**src/rtl/axil_reg_file.sv**
```systemverilog
// rtl/axil_reg_file.sv - AXI-Lite slave register file with read-only mask and write strobes
// Independent write (AW/W buffered) and read FSMs; byte-strobed updates, SLVERR on bad targets.
module axil_reg_file #(
  parameter int                     ADDR_WIDTH = 32,
  parameter int                     DATA_WIDTH = 32,
  parameter int                     NUM_REGS   = 16,
  parameter logic [NUM_REGS-1:0]    RO_MASK    = '0
) (
  input  logic                           clk,
  input  logic                           rst_n,
  input  logic                           awvalid,
  output logic                           awready,
  input  logic [ADDR_WIDTH-1:0]          awaddr,
  input  logic [2:0]                     awprot,
  input  logic                           wvalid,
  output logic                           wready,
  input  logic [DATA_WIDTH-1:0]          wdata,
  input  logic [DATA_WIDTH/8-1:0]        wstrb,
  output logic                           bvalid,
  output logic [1:0]                     bresp,
  input  logic                           bready,
  input  logic                           arvalid,
  output logic                           arready,
  input  logic [ADDR_WIDTH-1:0]          araddr,
  input  logic [2:0]                     arprot,
  output logic                           rvalid,
  output logic [DATA_WIDTH-1:0]          rdata,
  output logic [1:0]                     rresp,
  input  logic                           rready,
  output logic [NUM_REGS*DATA_WIDTH-1:0] reg_o,
  input  logic [NUM_REGS*DATA_WIDTH-1:0] reg_i,
  output logic [NUM_REGS-1:0]            wr_pulse
);

  localparam int STRB_W = DATA_WIDTH / 8;
  localparam int IW     = $clog2(NUM_REGS);
  localparam int BB     = $clog2(STRB_W);
  localparam int SPAN   = NUM_REGS * STRB_W;

  localparam logic [0:0] W_IDLE = 1'b0;
  localparam logic [0:0] W_RESP = 1'b1;
  localparam logic [0:0] R_IDLE = 1'b0;
  localparam logic [0:0] R_RESP = 1'b1;

  localparam logic [1:0] RESP_OKAY   = 2'b00;
  localparam logic [1:0] RESP_SLVERR = 2'b10;

  logic [DATA_WIDTH-1:0] regs [NUM_REGS];
  logic [0:0]            wstate;
  logic [0:0]            rstate;
  logic                  ready_en;

  logic                  aw_full;
  logic [ADDR_WIDTH-1:0] aw_addr_q;
  logic                  w_full;
  logic [DATA_WIDTH-1:0] w_data_q;
  logic [STRB_W-1:0]     w_strb_q;

  logic                  aw_hs, w_hs, ar_hs, wr_go;
  logic [ADDR_WIDTH-1:0] wr_addr;
  logic [DATA_WIDTH-1:0] wr_data;
  logic [STRB_W-1:0]     wr_strb;
  logic [IW-1:0]         wr_idx, rd_idx;
  logic                  wr_oor, rd_oor, wr_ok;
  logic                  unused_prot;

  assign unused_prot = ^{awprot, arprot};

  // Readies come from a flop so they rise only on the first edge after reset release.
  assign awready = ready_en && !aw_full && (wstate == W_IDLE);
  assign wready  = ready_en && !w_full  && (wstate == W_IDLE);
  assign arready = ready_en && (rstate == R_IDLE);
  assign bvalid  = (wstate == W_RESP);
  assign rvalid  = (rstate == R_RESP);

  assign aw_hs = awvalid && awready;
  assign w_hs  = wvalid  && wready;
  assign ar_hs = arvalid && arready;

  // A beat arriving on the same edge as the buffered partner completes the pair.
  assign wr_addr = aw_full ? aw_addr_q : awaddr;
  assign wr_data = w_full  ? w_data_q  : wdata;
  assign wr_strb = w_full  ? w_strb_q  : wstrb;
  assign wr_go   = (wstate == W_IDLE) && (aw_full || aw_hs) && (w_full || w_hs);

  assign wr_idx = wr_addr[BB +: IW];
  assign rd_idx = araddr[BB +: IW];
  assign wr_oor = 64'(wr_addr) >= 64'(SPAN);
  assign rd_oor = 64'(araddr)  >= 64'(SPAN);
  assign wr_ok  = !wr_oor && !RO_MASK[wr_idx];

  for (genvar n = 0; n < NUM_REGS; n++) begin : g_reg_o
    assign reg_o[n*DATA_WIDTH +: DATA_WIDTH] = regs[n];
  end

  always_ff @(posedge clk or negedge rst_n) begin
    if (!rst_n) ready_en <= 1'b0;
    else        ready_en <= 1'b1;
  end

  always_ff @(posedge clk or negedge rst_n) begin
    if (!rst_n) begin
      wstate    <= W_IDLE;
      aw_full   <= 1'b0;
      aw_addr_q <= '0;
      w_full    <= 1'b0;
      w_data_q  <= '0;
      w_strb_q  <= '0;
      bresp     <= RESP_OKAY;
      wr_pulse  <= '0;
      for (int n = 0; n < NUM_REGS; n++) regs[n] <= '0;
    end else begin
      wr_pulse <= '0;
      case (wstate)
        W_IDLE: begin
          if (wr_go) begin
            wstate  <= W_RESP;
            aw_full <= 1'b0;
            w_full  <= 1'b0;
            bresp   <= wr_ok ? RESP_OKAY : RESP_SLVERR;
            if (wr_ok) begin
              wr_pulse[wr_idx] <= 1'b1;
              for (int k = 0; k < STRB_W; k++)
                if (wr_strb[k]) regs[wr_idx][8*k +: 8] <= wr_data[8*k +: 8];
            end
          end else begin
            if (aw_hs) begin
              aw_full   <= 1'b1;
              aw_addr_q <= awaddr;
            end
            if (w_hs) begin
              w_full   <= 1'b1;
              w_data_q <= wdata;
              w_strb_q <= wstrb;
            end
          end
        end
        default: begin
          if (bready) wstate <= W_IDLE;
        end
      endcase
    end
  end

  // Read data is captured at the AR edge, so a same-edge write is not visible.
  always_ff @(posedge clk or negedge rst_n) begin
    if (!rst_n) begin
      rstate <= R_IDLE;
      rdata  <= '0;
      rresp  <= RESP_OKAY;
    end else begin
      case (rstate)
        R_IDLE: begin
          if (ar_hs) begin
            rstate <= R_RESP;
            if (rd_oor) begin
              rdata <= '0;
              rresp <= RESP_SLVERR;
            end else begin
              rdata <= RO_MASK[rd_idx] ? reg_i[rd_idx*DATA_WIDTH +: DATA_WIDTH] : regs[rd_idx];
              rresp <= RESP_OKAY;
            end
          end
        end
        default: begin
          if (rready) rstate <= R_IDLE;
        end
      endcase
    end
  end

endmodule

```
**config.mk**
```make
export PLATFORM = sky130hd
export DESIGN_NAME = axil_reg_file
export DESIGN_NICKNAME = d
export VERILOG_FILES = /design/src/rtl/axil_reg_file.sv
export SDC_FILE = /design/constraint.sdc
export NUM_CORES = 1
export LEC_CHECK = 0
export ABC_CLOCK_PERIOD_IN_PS = 3400
export CAP_MARGIN = 10
export CORE_AREA = 4 4 459 461
export DETAILED_ROUTE_END_ITERATION = 16
export DIE_AREA = 0 0 463 465
export SETUP_SLACK_MARGIN = 0.3
export SLEW_MARGIN = 20
export SYNTH_ARGS = -nofsm -noshare
export SYNTH_HDL_FRONTEND = slang
export SYNTH_SLANG_ARGS = --single-unit
```
**constraint.sdc**
```tcl
create_clock -name clk -period 3.4 [get_ports clk]
set_clock_uncertainty 0.15 [all_clocks]
set_input_delay 1.02 -clock clk [delete_from_list [all_inputs] [get_ports clk]]
set_output_delay 1.02 -clock clk [all_outputs]
set_load 0.05 [all_outputs]
```
==> results.yml <==
synthesis:
  avgSynthCellArea_um2: 16.4
  syn_inst: 1798
  synthDistinctLibCells: 38
  synth-seq-cells: 633
  syn_area_mm2: 0.0295
  yosysWarnings: 0
  yosysSeqAreaShare: 0.538
run:
  maxCapViolCount: 0
clocking:
  cts_buffers: 79
  insertion_delay_ns: 0.72
  cts.path.max_buffers: 3
  numClockSinks: 633
  clk_pin_slew_ns: 0.06
  cts_max_level: 3
  cts-root-buf: "clkbuf_16"
  cts-hold-fix-buffers: 0
  cts_tree: "done"
routing:
  antenna_left: 0
  wirelength_um: 146000
  drt_iter0_drc: 1352
  wl_per_cell_um: 26.9
  drc: 0
  firstDrtPassIters: 5
  routed.top_layer: "met5"
  dr_total_vias: 20900
  vias_per_cell: 3.84
  wirelength_met1_um: 60600
  dr_wl_met3_um: 11500
  dr_wl_met2_um: 68000
power_and_ir_drop:
  total_power_w: 0.0207
  ir_worst_vdd_mv: 0.344
  leakage_nw: 21.6
  power_density_mw_per_mm2: 456
grt:
  grt_first_pass_wirelength_um: 198000
  grtUsageTotal: 0.132
  overflow: 0
  grt_max_degree: 80
  first_global_vias: 22300
  antenna_found_initial: 14
sta:
  period_share: 0.923
  post-route-min-period_ns: 3.14
  worstMarginPinSlew_ns: 0.895
  report.final.setup_viol: 0
  hold_violations: 0
  whs_ns: 0.146
  slew_headroom: 0.391
  rsz0062_at_grt: "true"
  final-max-slew-violation-count: 0
  max_freq_mhz: 319
status:
  status: "finished clean"
worst_hold_path:
  min-delay-path-class: "in2async"
floorplanning:
  num_rows: 167
  num_io_pins: 1194
  initial_core_util: 0.143
  die_h_um: 465
  die_w_um: 463
  core_region_area_mm2: 0.206
  fp.dieArea_mm2: 0.215
setup_path:
  cp_data_arrival_time_ns: 3.57
  endpoint_kind: "register"
  crit_required_ns: 3.83
  cp-start-kind: "input port"
  critPathMaxFanout: 8
  path_class: "in2reg"
place:
  io_buffers: 669
  dp_hpwl_um: 112000
  gp_congestion: 0.840
finish:
  area.growth.synth_to_final_pct: 53.9
  drive_gt1_frac: 0.474
  nets: 3291
layer usage:
metal	GRT usage	vias up
li1	-	8538
met1	0.161	11300
met2	0.214	843
met3	0.0469	219
met4	0.0509	4
met5	0	-
final cells by class:
cell class,count,area (um^2)
antenna,9,22.5
clock buffer,109,2280
clock inverter,36,420
fill,21900,161000
inverter,41,154
multi-input combinational,1010,13800
sequential,633,15800
tap,2704,3380
timing repair buffer,901,9460
synthesized netlist by cell type, drive strengths merged:
library cell / instances / area share
a21oi: 4 / 0.00068
nor3: 6 / 0.0014
nand3b: 2 / 0.00051
nor4b: 1 / 0.00030
o2111ai: 16 / 0.013
o22a: 1 / 0.00030
conb: 2 / 0.00025
o32ai: 6 / 0.0033
nor2: 22 / 0.0028
dfrtp: 633 / 0.54
and2: 1 / 0.00021
o22ai: 2 / 0.00042
and3: 2 / 0.00042
o21ai: 39 / 0.0066
mux2i: 4 / 0.0014
a211oi: 64 / 0.043
clkbuf: 68 / 0.0087
nand2b: 4 / 0.00085
a21boi: 1 / 0.00025
inv: 41 / 0.0052
mux2: 607 / 0.23
a21o: 1 / 0.00025
nand2: 42 / 0.0054
o21ba: 1 / 0.00034
or4b: 1 / 0.00034
buf: 47 / 0.0077
nand4: 3 / 0.00064
nor4: 13 / 0.0028
or4: 3 / 0.00076
mux4: 160 / 0.12
nor3b: 1 / 0.00025
metrics by stage:
stage | cell area, um^2 | util | setup TNS (ns) | setup WS (ns) | std cells
3_3_place_gp | 42500 | 0.206 | -269.42 | -0.639 | 5264
5_1_grt | 45300 | 0.220 | 0 | 0.231 | 5440
3_5_place_dp | 42500 | 0.206 | -267.63 | -0.645 | 5265
4_1_cts | 45000 | 0.218 | 0 | 0.113 | 5427
6_report | 45300 | 0.220 | 0 | 0.261 | 5443
2_1_floorplan | 30000 | - | 0 | 0.133 | 1799
state kept, by name, summed over array words and instances, names as in the netlist, 4 cells and up:
register	cells
w_data_q	32
w_strb_q	4
wr_pulse	16
reg_o	512
aw_addr_q	30
rdata	32
layout by cell type (no fill, tap or decap), types with 3 or more instances in the layout:
master / instances
dlygate4sd2_1: 490
clkinv_16: 4
o32ai_2: 6
mux4_2: 160
buf_12: 124
conb_1: 3
o2111ai_4: 13
nor3_1: 4
nand2_1: 41
nand4_1: 3
mux2i_4: 4
clkinv_4: 3
diode_2: 9
a211oi_4: 64
o21ai_0: 39
clkbuf_16: 79
clkinv_2: 12
buf_16: 6
clkdlybuf4s15_1: 6
mux2_4: 163
dlymetal6s2s_1: 21
clkdlybuf4s50_1: 86
buf_4: 144
dfrtp_1: 630
clkbuf_2: 4
clkbuf_8: 19
buf_6: 16
nand2b_1: 3
mux2_1: 15
o2111ai_2: 3
nor2_1: 19
a21oi_1: 3
clkinvlp_4: 6
mux2_2: 429
inv_1: 41
nor4_1: 9
clkbuf_1: 11
inv_6: 6
critical path: stages:
cell and delay (ns):
clkdlybuf4s50_1 0.42, nor2_1 0.10, nand4_1 0.13, or4_4 0.48, buf_12 0.17, buf_12 0.15, buf_6 0.12, buf_12 0.14
a211oi_4 0.23, buf_12 0.20, mux2_2 0.36
power breakdown:
group	internal (W)	total [W]	switching, W
clock	0.00494	0.00875	0.00381
sequential	0.00795	0.00820	0.000246
combinational	0.00127	0.00374	0.00248
total	0.0142	0.0207	0.00653
logic make-up (layout without fill, tap and decap cells):
| family | after synthesis | count (layout) | share of synthesized area |
|---|---|---|---|
| flops | 633 | 633 | 0.538 |
| mux | 771 | 771 | 0.356 |
| simple gates | 101 | 101 | 0.0166 |
| buf+inv | 156 | 1087 | 0.0216 |
| other cells | 2 | 12 | 0.000255 |
| compound gates | 135 | 135 | 0.0682 |
final timing paths:
path / startpoint / to / cells after the start / slack (ns)
min in group clk: rdata[9] / rdata[9] / 2 / 0.33
worst min register to register: rdata[9] / rdata[9] / 2 / 0.33
worst min-delay path: rst_n / reg_o[75] / 1 / 0.15
worst max register to register: aw_full / reg_o[27] / 10 / 0.36
worst max-delay path: awaddr[28] / reg_o[27] / 11 / 0.26
max in group asynchronous: rst_n / reg_o[300] / 2 / 1.97
timing repair:
item / 4_1_cts / 5_1_grt
resized for setup: 551 / 95
pin swaps: 18 / 12
endpoints found under the setup margin: 829 / 467
cloned: 4 / 0
setup buffers: 13 / 7
Power figures use the tool's default switching activity.
==> variant 1: new RTL, same flow settings <==
Change the parameter `RO_MASK` from '0 to 1.
--- a/src/rtl/axil_reg_file.sv
+++ b/src/rtl/axil_reg_file.sv
@@ -5,5 +5,5 @@
   parameter int                     DATA_WIDTH = 32,
   parameter int                     NUM_REGS   = 16,
-  parameter logic [NUM_REGS-1:0]    RO_MASK    = '0
+  parameter logic [NUM_REGS-1:0]    RO_MASK    = 1
 ) (
   input  logic                           clk,
Check against the original RTL: not settled (the Yosys comparison gave no result); the edit may change what the design does.
==> variant 1 against the unedited design <==
  * Combinational power shrank 5.6%
  * Hold slack lost 0.10 ns
  * Critical path depth shrank 2
  * Worst setup slack lost 0.021 ns
  * Sequential cell count is the same
  * Register-to-register slack gained 0.03 ns
  * Count of clock-buffer cells in the layout grew 5
  * Synthesized area shrank 0.48%
  * Final area shrank 1.5%
  * Total power shrank 0.16%
  * Sequential power is essentially flat
  * Die area is the same
  * Wire length shrank 0.45%
  * Critical endpoint is now reg_o[197]$_DFFE_PN0P_
  * Largest power group unchanged
==> variant 1: results (changes against the unedited design) <==
Placement
  • RePlAce Congestion: 0.862 (was 0.840)
  • Placement Setup Slack: -0.625 ns (was -0.645 ns)

Layout
  • Non-clk buf share: 0.216 (was 0.209)
  • # nets final: 3358 (was 3291)
  • Area of the multi-input gates: 0.0130 sq mm (was 0.0138 sq mm)
  • Inverter count: 4 (was 41)
  • Ant. Diodes: 7 (was 9)
  • Fillers: 22000 (was 21900)
  • Multi-input gate count: 1073 (was 1010)
  • Share of layout cells above drive strength 1: 0.436 (was 0.474)

Pwr
  • Max VDD drop: 0.381 mV (was 0.344 mV)
  • Internal power: 0.0145 W (was 0.0142 W)

Route
  • Metal-1 WL: 62.1 mm (was 60.6 mm)
  • Routed length on met3: 13.5 mm (was 11.5 mm)
  • DR WL/cell: 26.5 microns (was 26.9 microns)
  • Iteration-0 DRC Markers: 1547 (was 1352)

CTS
  • CTS resizes: 467 (was 551)
  • Post CTS Setup Buffer Count: 1 (was 13)

Setup path
  • R2r setup slk: 0.39 ns (was 0.36 ns)

Global route
  • Vias in the first global route: 22500 (was 22300)
  • Met3 Resource Use GR: 0.0484 (was 0.0469)

Status
  • Status: completed (unchanged)

STA
  • Maximum operating frequency: 316 MHz (was 319 MHz)

Synth
  • Sequential area share after synthesis: 0.540 (was 0.538)
  • Most instantiated cells after synthesis: dfrtp_1 (633), mux2_2 (522), mux4_2 (146) (was dfrtp_1 (633), mux2_2 (589), mux4_2 (160))
  • Top cells by area, synth: dfrtp_1 (54%), mux2_2 (20%), mux4_2 (11%), nor3_4 (3.3%), mux2_4 (2.0%) (was dfrtp_1 (54%), mux2_2 (23%), mux4_2 (12%), a211oi_4 (4.3%), o2111ai_4 (1.1%))
-- variant 1: cell count changes after synthesis, sizes merged, moves of 34 or more --
| cell | unedited run | this run |
|---|---|---|
| a211oi | 64 | 28 |
| nor3 | 6 | 65 |
| a221o | 0 | 34 |
| nor2b | 0 | 47 |
| inv | 41 | 4 |
| o21ai | 39 | 4 |
-- variant 1: final timing paths --
| check | cells after the start | to | from |
|---|---|---|---|
| max in group asynchronous | 3 | wr_pulse[0]$_DFF_PN0_ | rst_n |
| max reg2reg | 8 | reg_o[197]$_DFFE_PN0P_ | aw_full$_DFFE_PN0P_ |
| min | 1 | reg_o[279]$_DFFE_PN0P_ | rst_n |
| max | 9 | reg_o[197]$_DFFE_PN0P_ | awaddr[2] |
| min in group clk | 0 | reg_o[21]$_DFFE_PN0P_ | reg_o[21]$_DFFE_PN0P_ |
| min reg2reg | 0 | reg_o[21]$_DFFE_PN0P_ | reg_o[21]$_DFFE_PN0P_ |
-- variant 1: stage by stage --
| stage | util | hold slack, ns | cell area [sq um] | power [W] | cells |
|---|---|---|---|---|---|
| floorplan | - | 0.324 | 29300 | 0.0101 | 1858 |
| global placement | 0.203 | 0.241 | 41900 | 0.0117 | 5342 |
| detailed placement | 0.203 | 0.240 | 41900 | 0.0118 | 5342 |
| CTS | 0.214 | 0.00523 | 44200 | 0.0209 | 5489 |
| global route | 0.216 | 0.0325 | 44600 | 0.0215 | 5502 |
| finish | 0.216 | 0.0435 | 44700 | 0.0207 | 5508 |
-- variant 1: power groups by stage --
stage	Clock [W]	Sequential, W	Combinational, W
after floorplan	0	0.00826	0.00185
after global placement	0	0.00829	0.00344
after detailed placement	0	0.00832	0.00349
after CTS	0.00924	0.00818	0.00352
after global routing	0.00950	0.00824	0.00377
final	0.00893	0.00819	0.00353
==> variant 2: new RTL, same flow settings <==
Made on the original files. Make the reset (`rst_n`) synchronous in 3 clocked blocks.
--- a/src/rtl/axil_reg_file.sv
+++ b/src/rtl/axil_reg_file.sv
@@ -94,10 +94,10 @@
   end
 
-  always_ff @(posedge clk or negedge rst_n) begin
+  always_ff @(posedge clk) begin
     if (!rst_n) ready_en <= 1'b0;
     else        ready_en <= 1'b1;
   end
 
-  always_ff @(posedge clk or negedge rst_n) begin
+  always_ff @(posedge clk) begin
     if (!rst_n) begin
       wstate    <= W_IDLE;
@@ -144,5 +144,5 @@
 
   // Read data is captured at the AR edge, so a same-edge write is not visible.
-  always_ff @(posedge clk or negedge rst_n) begin
+  always_ff @(posedge clk) begin
     if (!rst_n) begin
       rstate <= R_IDLE;
Function: not settled (the Yosys comparison gave no result); the edit may change what the design does.
==> variant 2 against the unedited design <==
  * Total power down 2.3%
  * Maximum frequency rose by 2.7%
  * Worst setup slack better by 0.083 ns
  * Combinational power fell by 16%
  * Sequential cell count unchanged
  * Final area decreased by 8.1%
  * Wire length increased by 9.0%
  * Via count up 8.7%
  * Synthesized area decreased by 5.3%
  * Critical endpoint is now regs[9][17]$_SDFFCE_PN0P_
  * Largest cell class unchanged
  * Highest routed layer unchanged
==> variant 2: results (changes against the unedited design) <==
Synth
  • Syn avg cell area: 13.3 sq um (was 16.4 sq um)
  • Asr flop ratio synth: 0 (was 1.00)
  • Most instantiated cells after synthesis: nor3_1 (515), edfxtp_1 (512), clkbuf_1 (192) (was dfrtp_1 (633), mux2_2 (589), mux4_2 (160))
  • Top cells by area, synth: edfxtp_1 (55%), mux4_2 (10%), nor3_1 (9.2%), dfxtp_1 (8.7%), mux2_2 (2.7%) (was dfrtp_1 (54%), mux2_2 (23%), mux4_2 (12%), a211oi_4 (4.3%), o2111ai_4 (1.1%))
  • Post-synthesis compound-gate area fraction: 0.0479 (was 0.0682)
  • Count of unique library cells instantiated by Yosys: 48 (was 38)

Layout
  • Register Area: 0.0178 sq mm (was 0.0158 sq mm)
  • Share of layout cells above drive strength 1: 0.246 (was 0.474)
  • Fillers: 22400 (was 21900)
  • # nets final: 3500 (was 3291)

Setup path
  • Crit path max fanout: 21 (was 8)
  • R2r setup slk: 0.48 ns (was 0.36 ns)
  • Worst r2r dst: regs[9][17]$_SDFFCE_PN0P_ (was reg_o[27]$_DFFE_PN0P_)
  • Critical Path AT: 3.28 ns (was 3.57 ns)
  • R2R depth: 6 (was 10)

Global route
  • Initial antenna violation count: 31 (was 14)
  • Pin count of the biggest net entering global routing: 61 (was 80)
  • Gr usage total: 0.142 (was 0.132)

Route
  • Iteration-0 DRC Markers: 2327 (was 1352)
  • DR vias/cell: 4.02 (was 3.84)
  • Metal-1 WL: 66.2 mm (was 60.6 mm)
  • DR pass1 iterations: 7 (was 5)
  • Routed length on met3: 17.7 mm (was 11.5 mm)

Pwr
  • Combinational Power: 0.00314 W (was 0.00374 W)
  • Clk pwr share: 0.408 (was 0.423)

Placement
  • Cell Area, Placed: 0.0395 sq mm (was 0.0425 sq mm)
  • Detailed Place HPWL: 127 mm (was 112 mm)

CTS
  • Post CTS Setup Buffer Count: 3 (was 13)
  • Inserted Clock Buffers: 75 (was 79)

Status
  • Status: completed (unchanged)
[variant 2: final cells by class]
class | instances | share of cell area
Antenna cell | 12 | 0.000721
Sequential cell | 633 | 0.427
Multi-Input combinational cell | 1225 | 0.224
Timing Repair Buffer | 938 | 0.206
Clock buffer | 87 | 0.0469
Tap cell | 2704 | 0.0812
Inverter | 2 | 0.000180
Clock inverter | 53 | 0.0133
[variant 2: worst max-delay path: stages]
cell             delay (ns)
clkdlybuf4s50_1        0.44
nor4_2                 0.29
nand4_1                0.14
nor4_2                 0.20
buf_4                  0.19
o211ai_1               0.18
buf_12                 0.22
o21ai_1                0.28
buf_4                  0.22
[variant 2: metrics by stage]
step	hold WS [ns]	power (W)
5_1_grt	0.332	0.0209
6_report	0.310	0.0202
4_1_cts	0.313	0.0205
3_3_place_gp	0.302	0.0123
2_1_floorplan	0.288	0.0106
3_5_place_dp	0.305	0.0123
